===== config.mk =====
export PLATFORM = sky130hd
export DESIGN_NAME = demux_1x8_deser_flat
export DESIGN_NICKNAME = d
export VERILOG_FILES = /design/src/rtl/demux_1x8_deser_pkg.sv /design/src/rtl/demux_1x8_deser_if.sv /design/src/rtl/demux_1x8_deser_lane_decoder.sv /design/src/rtl/demux_1x8_deser.sv /design/src/flat_wrapper.sv
export SDC_FILE = /design/constraint.sdc
export NUM_CORES = 1
export LEC_CHECK = 0
export CELL_PAD_IN_SITES_DETAIL_PLACEMENT = 1
export CELL_PAD_IN_SITES_GLOBAL_PLACEMENT = 2
export CORE_UTILIZATION = 33
export CTS_CLUSTER_DIAMETER = 40
export CTS_CLUSTER_SIZE = 25
export DETAILED_ROUTE_END_ITERATION = 16
export PLACE_DENSITY = 0.86
export SKIP_LAST_GASP = 1
export SYNTH_ARGS = -nofsm -noshare
export SYNTH_HDL_FRONTEND = slang
export SYNTH_SLANG_ARGS = --single-unit

===== constraint.sdc =====
create_clock -name clk -period 3.4 [get_ports clk]
set_input_delay 0.85 -clock clk [delete_from_list [all_inputs] [get_ports clk]]
set_output_delay 0.85 -clock clk [all_outputs]
set_load 0.01 [all_outputs]

===== src/rtl/demux_1x8_deser_pkg.sv =====
// Shared sizing for the 1x8 deserializer and its 8:1 mux counterpart.
package demux_1x8_deser_pkg;
    localparam int WIDTH_DEF = 8;
    localparam int SEL_W_DEF = 3;
    localparam int LAST_LANE = WIDTH_DEF - 1;

    // Conceptual operating modes, implied by sel and y_valid rather than stored.
    typedef enum logic [1:0] {
        ST_COLLECT,
        ST_COLLECT_PENDING,
        ST_STALL
    } deser_state_e;
endpackage


===== src/rtl/demux_1x8_deser_if.sv =====
// Serial-in / word-out handshake bundle for the deserializer.
interface demux_1x8_deser_if #(
    parameter int WIDTH = 8,
    parameter int SEL_W = 3
);
    logic             d_in;
    logic             d_valid;
    logic             d_ready;
    logic             clr;
    logic [0:SEL_W-1] sel;
    logic [0:WIDTH-1] y;
    logic             y_valid;
    logic             y_ready;

    modport master (
        output d_in, d_valid, clr, y_ready,
        input  d_ready, sel, y, y_valid
    );

    modport slave (
        input  d_in, d_valid, clr, y_ready,
        output d_ready, sel, y, y_valid
    );
endinterface


===== src/rtl/demux_1x8_deser_lane_decoder.sv =====
// Lane pointer to one-hot write enable; the inverse of the mux select decode.
module lane_decoder_1x8 #(
    parameter int WIDTH = 8,
    parameter int SEL_W = 3
) (
    input  logic [0:SEL_W-1] sel,
    input  logic             accept,
    output logic [0:WIDTH-1] en
);
    for (genvar i = 0; i < WIDTH; i++) begin : g_en
        assign en[i] = accept & (sel == SEL_W'(i));
    end
endmodule


===== src/rtl/demux_1x8_deser.sv =====
// 1x8 deserializer: steers each accepted bit to lane[sel] and emits the
// assembled word through a single-entry registered output slot.
module demux_1x8_deser
    import demux_1x8_deser_pkg::*;
#(
    parameter int WIDTH = WIDTH_DEF,
    parameter int SEL_W = SEL_W_DEF
) (
    input logic               clk,
    input logic               rst,
    demux_1x8_deser_if.slave  bus
);
    localparam int LAST = WIDTH - 1;

    logic [0:SEL_W-1] sel_q, sel_d;
    logic [0:WIDTH-1] lane_q, lane_d;
    logic [0:WIDTH-1] y_q, y_d;
    logic             y_valid_q, y_valid_d;
    logic [0:WIDTH-1] en;
    logic             at_last, d_ready, accept, consume;

    assign at_last = (sel_q == SEL_W'(LAST));
    // Only the completing bit can be blocked; earlier bits never need the slot.
    assign d_ready = !(at_last && y_valid_q && !bus.y_ready);
    assign accept  = bus.d_valid & d_ready;
    assign consume = y_valid_q & bus.y_ready;

    lane_decoder_1x8 #(.WIDTH(WIDTH), .SEL_W(SEL_W)) u_dec (
        .sel    (sel_q),
        .accept (accept),
        .en     (en)
    );

    always_comb begin
        sel_d     = sel_q;
        lane_d    = lane_q;
        y_d       = y_q;
        y_valid_d = y_valid_q;
        if (consume) y_valid_d = 1'b0;
        if (bus.clr) begin
            sel_d  = '0;
            lane_d = '0;
        end else if (accept) begin
            for (int i = 0; i < WIDTH; i++)
                if (en[i]) lane_d[i] = bus.d_in;
            sel_d = sel_q + SEL_W'(1);
            if (at_last) begin
                // Completing bit bypasses the lane register straight into y.
                y_d       = lane_q;
                y_d[LAST] = bus.d_in;
                y_valid_d = 1'b1;
                lane_d    = '0;
            end
        end
    end

    always_ff @(posedge clk) begin
        if (rst) begin
            sel_q     <= '0;
            lane_q    <= '0;
            y_q       <= '0;
            y_valid_q <= 1'b0;
        end else begin
            sel_q     <= sel_d;
            lane_q    <= lane_d;
            y_q       <= y_d;
            y_valid_q <= y_valid_d;
        end
    end

    assign bus.d_ready = d_ready;
    assign bus.sel     = sel_q;
    assign bus.y       = y_q;
    assign bus.y_valid = y_valid_q;
endmodule


===== src/flat_wrapper.sv =====
// flat-port wrapper written by rule: the top's interface ports become plain ports
module demux_1x8_deser_flat import demux_1x8_deser_pkg::*;
#(
    parameter int WIDTH = WIDTH_DEF,
    parameter int SEL_W = SEL_W_DEF
)
  (clk, rst, bus_d_in, bus_d_valid, bus_clr, bus_y_ready, bus_d_ready, bus_sel, bus_y, bus_y_valid);
  demux_1x8_deser_if #(.WIDTH(WIDTH), .SEL_W(SEL_W)) bus_i ();
  input logic clk;
  input logic rst;
  input wire logic [$bits(bus_i.d_in)-1:0] bus_d_in;
  input wire logic [$bits(bus_i.d_valid)-1:0] bus_d_valid;
  input wire logic [$bits(bus_i.clr)-1:0] bus_clr;
  input wire logic [$bits(bus_i.y_ready)-1:0] bus_y_ready;
  output wire logic [$bits(bus_i.d_ready)-1:0] bus_d_ready;
  output wire logic [$bits(bus_i.sel)-1:0] bus_sel;
  output wire logic [$bits(bus_i.y)-1:0] bus_y;
  output wire logic [$bits(bus_i.y_valid)-1:0] bus_y_valid;
  assign bus_i.d_in = bus_d_in;
  assign bus_i.d_valid = bus_d_valid;
  assign bus_i.clr = bus_clr;
  assign bus_i.y_ready = bus_y_ready;
  assign bus_d_ready = bus_i.d_ready;
  assign bus_sel = bus_i.sel;
  assign bus_y = bus_i.y;
  assign bus_y_valid = bus_i.y_valid;
  demux_1x8_deser #(.WIDTH(WIDTH), .SEL_W(SEL_W)) u_core (.clk(clk), .rst(rst), .bus(bus_i));
endmodule

---- After elaboration in Yosys (flattened, before gate mapping) ----
Index checks and enable logic that the tools add are counted.
Widths: inputs -> output; s select.
word-level totals
  output and inout port bits .............. 13
  logic and storage cells ................. 63
  input port bits ......................... 6
  flip-flop bits (word level) ............. 19
operators by class
  equality and inequality tests ........... 7
  reductions and logical operators ........ 21
  add/subtract/negate cells ............... 1
  bitwise gates (word level) .............. 11
  multiplexer cells ....................... 13
operators with widths
  kind                 number
  $reduce_and 2->1     7
  $reduce_bool 2->1    7
  $eq 3x3->1 const B   4
  $mux 1               12
  $and 1x1->1          10
  $mux 8               1
  $eq 3x2->1 const B   2
  $add 3x1->3 const B  1
  $eq 3x1->1 const B   1
  $logic_not 3->1      1
  $reduce_and 3->1     1
  $logic_and 1x1->1    2
  $logic_not 1->1      2
  $reduce_or 2->1      1
  $not 1->1            1

---- Longest topological paths before layout ----
  word-level depth ........................ 8
  depth in mapped cells ................... 7
  depth with buffers taken out ............ 6

---- By module ----
A second synthesis with hierarchy kept.
unflattened totals
  cells, all modules ...................... 91
  area total of the unflattened synthesis .. 963.4 um^2
modules (own cells, without submodules)
  module            sequential area each (um^2)  times used  cells an instance  area each (um^2)
  demux_1x8_deser   380.4                        1           83                 867.1
  lane_decoder_1x8  0.0                          1           8                  96.3

---- Worst setup path before layout ----
Ideal clock, no wire load.
  path type ............................... reg2out
  start point ............................. register u_core.sel_q (netlist bit u_core.bus.sel[2])
  end point ............................... output port bus_d_ready
  path slack .............................. 1.345 ns
  buffers on the path ..................... 1
  stages on the path, launching flop included .. 6
  arrival ................................. 1.205 ns
  data required time ...................... 2.550 ns
  cell sequence ........................... dfxtp_1 -> ha_1 -> ha_1 -> buf_6 -> and3b_2 -> inv_2
between the ends
  word-level cells in the longest chain between the ends .. 4
RTL lines
  item                            line                   RTL
  start: declaration              demux_1x8_deser.sv:15  logic [0:SEL_W-1] sel_q, sel_d;
  start signal: assignment        demux_1x8_deser.sv:64  sel_q <= sel_d;
  $eq 3x3->1                      demux_1x8_deser.sv:22  assign at_last = (sel_q == SEL_W'(LAST));
  $logic_and 1x1->1 (2 in a row)  demux_1x8_deser.sv:24  assign d_ready = !(at_last && y_valid_q && !bus.y_ready);
  $logic_not 1->1                 demux_1x8_deser.sv:24
  end: declaration                flat_wrapper.sv:15     output wire logic [$bits(bus_i.d_ready)-1:0] bus_d_ready;
Every way passes these cells.

---- Final worst setup path ----
  start point ............................. input port bus_y_ready
  end point ............................... output port bus_d_ready
between the ends
  word-level cells in the longest chain between the ends .. 3
RTL lines
  item                line                   RTL
  start: declaration  flat_wrapper.sv:14     input wire logic [$bits(bus_i.y_ready)-1:0] bus_y_ready;
  $logic_not 1->1     demux_1x8_deser.sv:24
  $logic_and 1x1->1   demux_1x8_deser.sv:24
  $logic_not 1->1     demux_1x8_deser.sv:24
Every way passes these cells.

==> results by group <==
Finish
  – Share of final-layout standard cells stronger than drive strength 1: 0.117
  – Post-layout nets: 133
  – Diode insertion count for antenna repair: 0
  – Total of fill cells in the finished design: 338
  – Synth-to-Final Area Change: 21.7%

Clock network
  – Hold bufs inserted after CTS: 0
  – Level count of the clock H-tree: 1
  – TritonCTS buffer count: 3
  – Buffers from clock root to sink, at most: 2
  – Post-CTS sizing: 0
  – Clk Latency, worst-skew pair: 0.30 ns
  – Clk pin slew, worst setup/hold paths: between 0.1 and 0.15 ns
  – Cell chosen for the clock root: sky130_fd_sc_hd__clkbuf_4
  – Number of buffers inserted to repair setup after CTS: 0
  – TritonCTS clock tree: done
  – Clk sink count: 19

STA
  – Peak Freq: 0.322 GHz
  – Sum of negative setup slack: 0 ns
  – Setup repair after global routing missed its margin: false
  – Slew at the pin closest to its max-slew limit: 0.544 ns
  – Slew margin rel.: 0.636
  – Post-route fraction of the period consumed by the critical path: 0.914
  – Number of hold violations in the final report: 0
  – Tightest hold margin: 0.471 ns
  – Pins over their slew limit: 0
  – Final setup violation count: 0
  – Minimum clock period after layout: 3.11 ns
  – Clk_skew: 0.00989 ns

Drt
  – Routed Antenna Nets: 0
  – Post-detailed-route wirelength per cell: approximately 14 um
  – Pre-antenna DRT Iters: 4
  – Vias per std cell: 5.11
  – Via count: ~770
  – DRC violations left: 0
  – Starting DRT DRC Count: 9
  – DRT Wirelength: 2160 um

Setup path
  – Largest fanout on the critical path: 4
  – Dominant cell type by count on the critical path: sky130_fd_sc_hd__clkdlybuf4s50_1
  – Critical Path Source Type: input port
  – Total buffers and inverters traversed by the critical path: 3
  – Dominant delay contributor by cell family on the critical path: buffers and inverters
  – Cell-by-cell listing of the critical path: clkdlybuf4s50_1, and3b_2, inv_2, clkdlybuf4s50_1
  – Crit Path Class: input port to output pin
  – Arrival time of the worst setup path: about 2.3 ns
  – Critical path's largest stage delay: 0.54 ns
  – Library cell contributing the largest single delay on the critical path: sky130_fd_sc_hd__clkdlybuf4s50_1
  – Type of element capturing the critical path: output pin
  – Critical path required time: 2.55 ns

Floorplanning
  – Die extent in y: 57.0 um
  – Total I/O pin count: 19
  – Initial core utilization: 0.355
  – Placement row count: 19
  – Core Area: 0.00281 mm^2
  – DIE AREA: 0.00325 mm^2
  – Die width: 57.0 um

Power
  – Power density cells: 312 mW/mm^2
  – VDD IR max: 0.113 mV
  – Leakage: 0.404 nW

Synthesis
  – Most numerous cell in the Yosys netlist: sky130_fd_sc_hd__dfxtp_1
  – Synth cell types: 28
  – Number of standard cells after synthesis: 102
  – Net count after synthesis: approximately 110
  – Share of synthesized flip-flops with an asynchronous set or reset: 0
  – Top post-synthesis cells by area: sky130_fd_sc_hd__dfxtp_1 38%, sky130_fd_sc_hd__mux2i_1 14%, sky130_fd_sc_hd__nand2b_1 11%
  – Total standard cell area after synthesis: 997 um^2
  – Synth area leader: sky130_fd_sc_hd__dfxtp_1
  – Sequential element share of the synthesized area: 0.381
  – Warnings, synthesis: 0
  – Yosys reg bits: 19
  – Synthesized area divided by synthesized cell count: 9.78 um^2
  – Top cells by instance count after synthesis: 19 x sky130_fd_sc_hd__dfxtp_1, 17 x sky130_fd_sc_hd__nand2b_1, 14 x sky130_fd_sc_hd__mux2i_1
  – Prevailing post-synth register cell: sky130_fd_sc_hd__dfxtp_1
  – Proportion of netlist area held by the largest area contributor: 0.381
  – Number of flops mapped to enable cells by yosys: 0

Placed design
  – IO buf count: 18
  – Placed wire-length estimate: ~1700 um
  – Routability congestion estimate from global placement: 0.720

Run status
  – Outcome: completed

Global routing
  – Number of antenna violations at the first check in global routing: 0
  – Wire length of the first global-routing pass: roughly 3800 um
  – Vias in the first global route: approximately 820
  – Residual overflow from global routing: 0
  – Largest net degree at the start of global routing: 20
  – GRT Overall Usage: 0.155

Job
  – Reported max-cap violation count: 0

Worst hold path
  – Worst Hold Class: flip-flop to flip-flop
worst min-delay path: stages (launching register included):
cell and delay [ns]:
sky130_fd_sc_hd__dfxtp_1 0.33, sky130_fd_sc_hd__nand2_1 0.05, sky130_fd_sc_hd__mux2i_1 0.05
final cells by class:
| class | instances | area (um^2) | area share |
|---|---|---|---|
| multi-input cells | 73 | 561 | 0.462 |
| clock buffers | 3 | 22.5 | 0.0186 |
| well taps | 31 | 38.8 | 0.0320 |
| clock inverters | 1 | 5.00 | 0.00412 |
| inverters | 5 | 18.8 | 0.0155 |
| repair buffers | 19 | 188 | 0.155 |
| flip-flops and latches | 19 | 380 | 0.313 |
state kept, by name (all words and copies together), names as in the netlist:
name                cells
u_core.bus.y            8
u_core.lane_q           7
u_core.bus.sel          3
u_core.bus.y_valid      1
worst paths after layout:
check,cells past startpoint,slack (ns),end,start
hold / removal,2,0.47,u_core.lane_q[0],u_core.lane_q[0]
hold reg to reg,2,0.47,u_core.lane_q[0],u_core.lane_q[0]
setup reg to reg,5,1.43,u_core.bus.y[6],u_core.bus.sel[2]
setup / recovery,4,0.29,bus_d_ready,bus_y_ready
power by group:
part           total (mW)  internal (mW)  switching [mW]
Combinational      0.0335         0.0162          0.0173
Sequential          0.227          0.224         0.00239
Clock               0.119         0.0439          0.0747
Total               0.379          0.284          0.0943
metrics by stage:
step	cell area, um^2	cells	util	total power, mW	setup slack [ns]
global placement	1190	147	0.423	0.264	0.319
finish	1210	151	0.433	0.379	0.292
detailed placement	1190	147	0.423	0.265	0.292
global route	1210	151	0.433	0.398	0.241
floorplan	997	102	-	0.250	1.34
CTS	1210	151	0.433	0.385	0.284
cells in the final DEF (no fill, tap or decap), types with 2 or more instances in the layout:
master                            instances
sky130_fd_sc_hd__dfxtp_1                 19
sky130_fd_sc_hd__clkdlybuf4s50_1         18
sky130_fd_sc_hd__nand2b_1                17
sky130_fd_sc_hd__mux2i_1                 14
sky130_fd_sc_hd__nand2_1                 10
sky130_fd_sc_hd__ha_1                     6
sky130_fd_sc_hd__inv_1                    4
sky130_fd_sc_hd__o32ai_1                  3
sky130_fd_sc_hd__nor2_1                   3
sky130_fd_sc_hd__o22ai_1                  3
sky130_fd_sc_hd__clkbuf_4                 3
sky130_fd_sc_hd__nand3_1                  2
sky130_fd_sc_hd__a21boi_0                 2
kinds of logic after synthesis:
kind of cell	after synthesis	synth area share
compound gates	14	0.115
fa+ha+maj	6	0.0753
buf+inv	10	0.0565
flops	19	0.381
mux	14	0.141
simple gates	39	0.231
metal layers:
layer | track usage | share of wire | vias up
met1 | 0.193 | 0.46 | 364
li1 | - | - | 386
met2 | 0.259 | 0.49 | 16
met3 | 0.0227 | 0.032 | 6
met5 | 0 | 0 | -
met4 | 0.0836 | 0.025 | 0
Note: power is estimated with default switching activity, not from simulation.
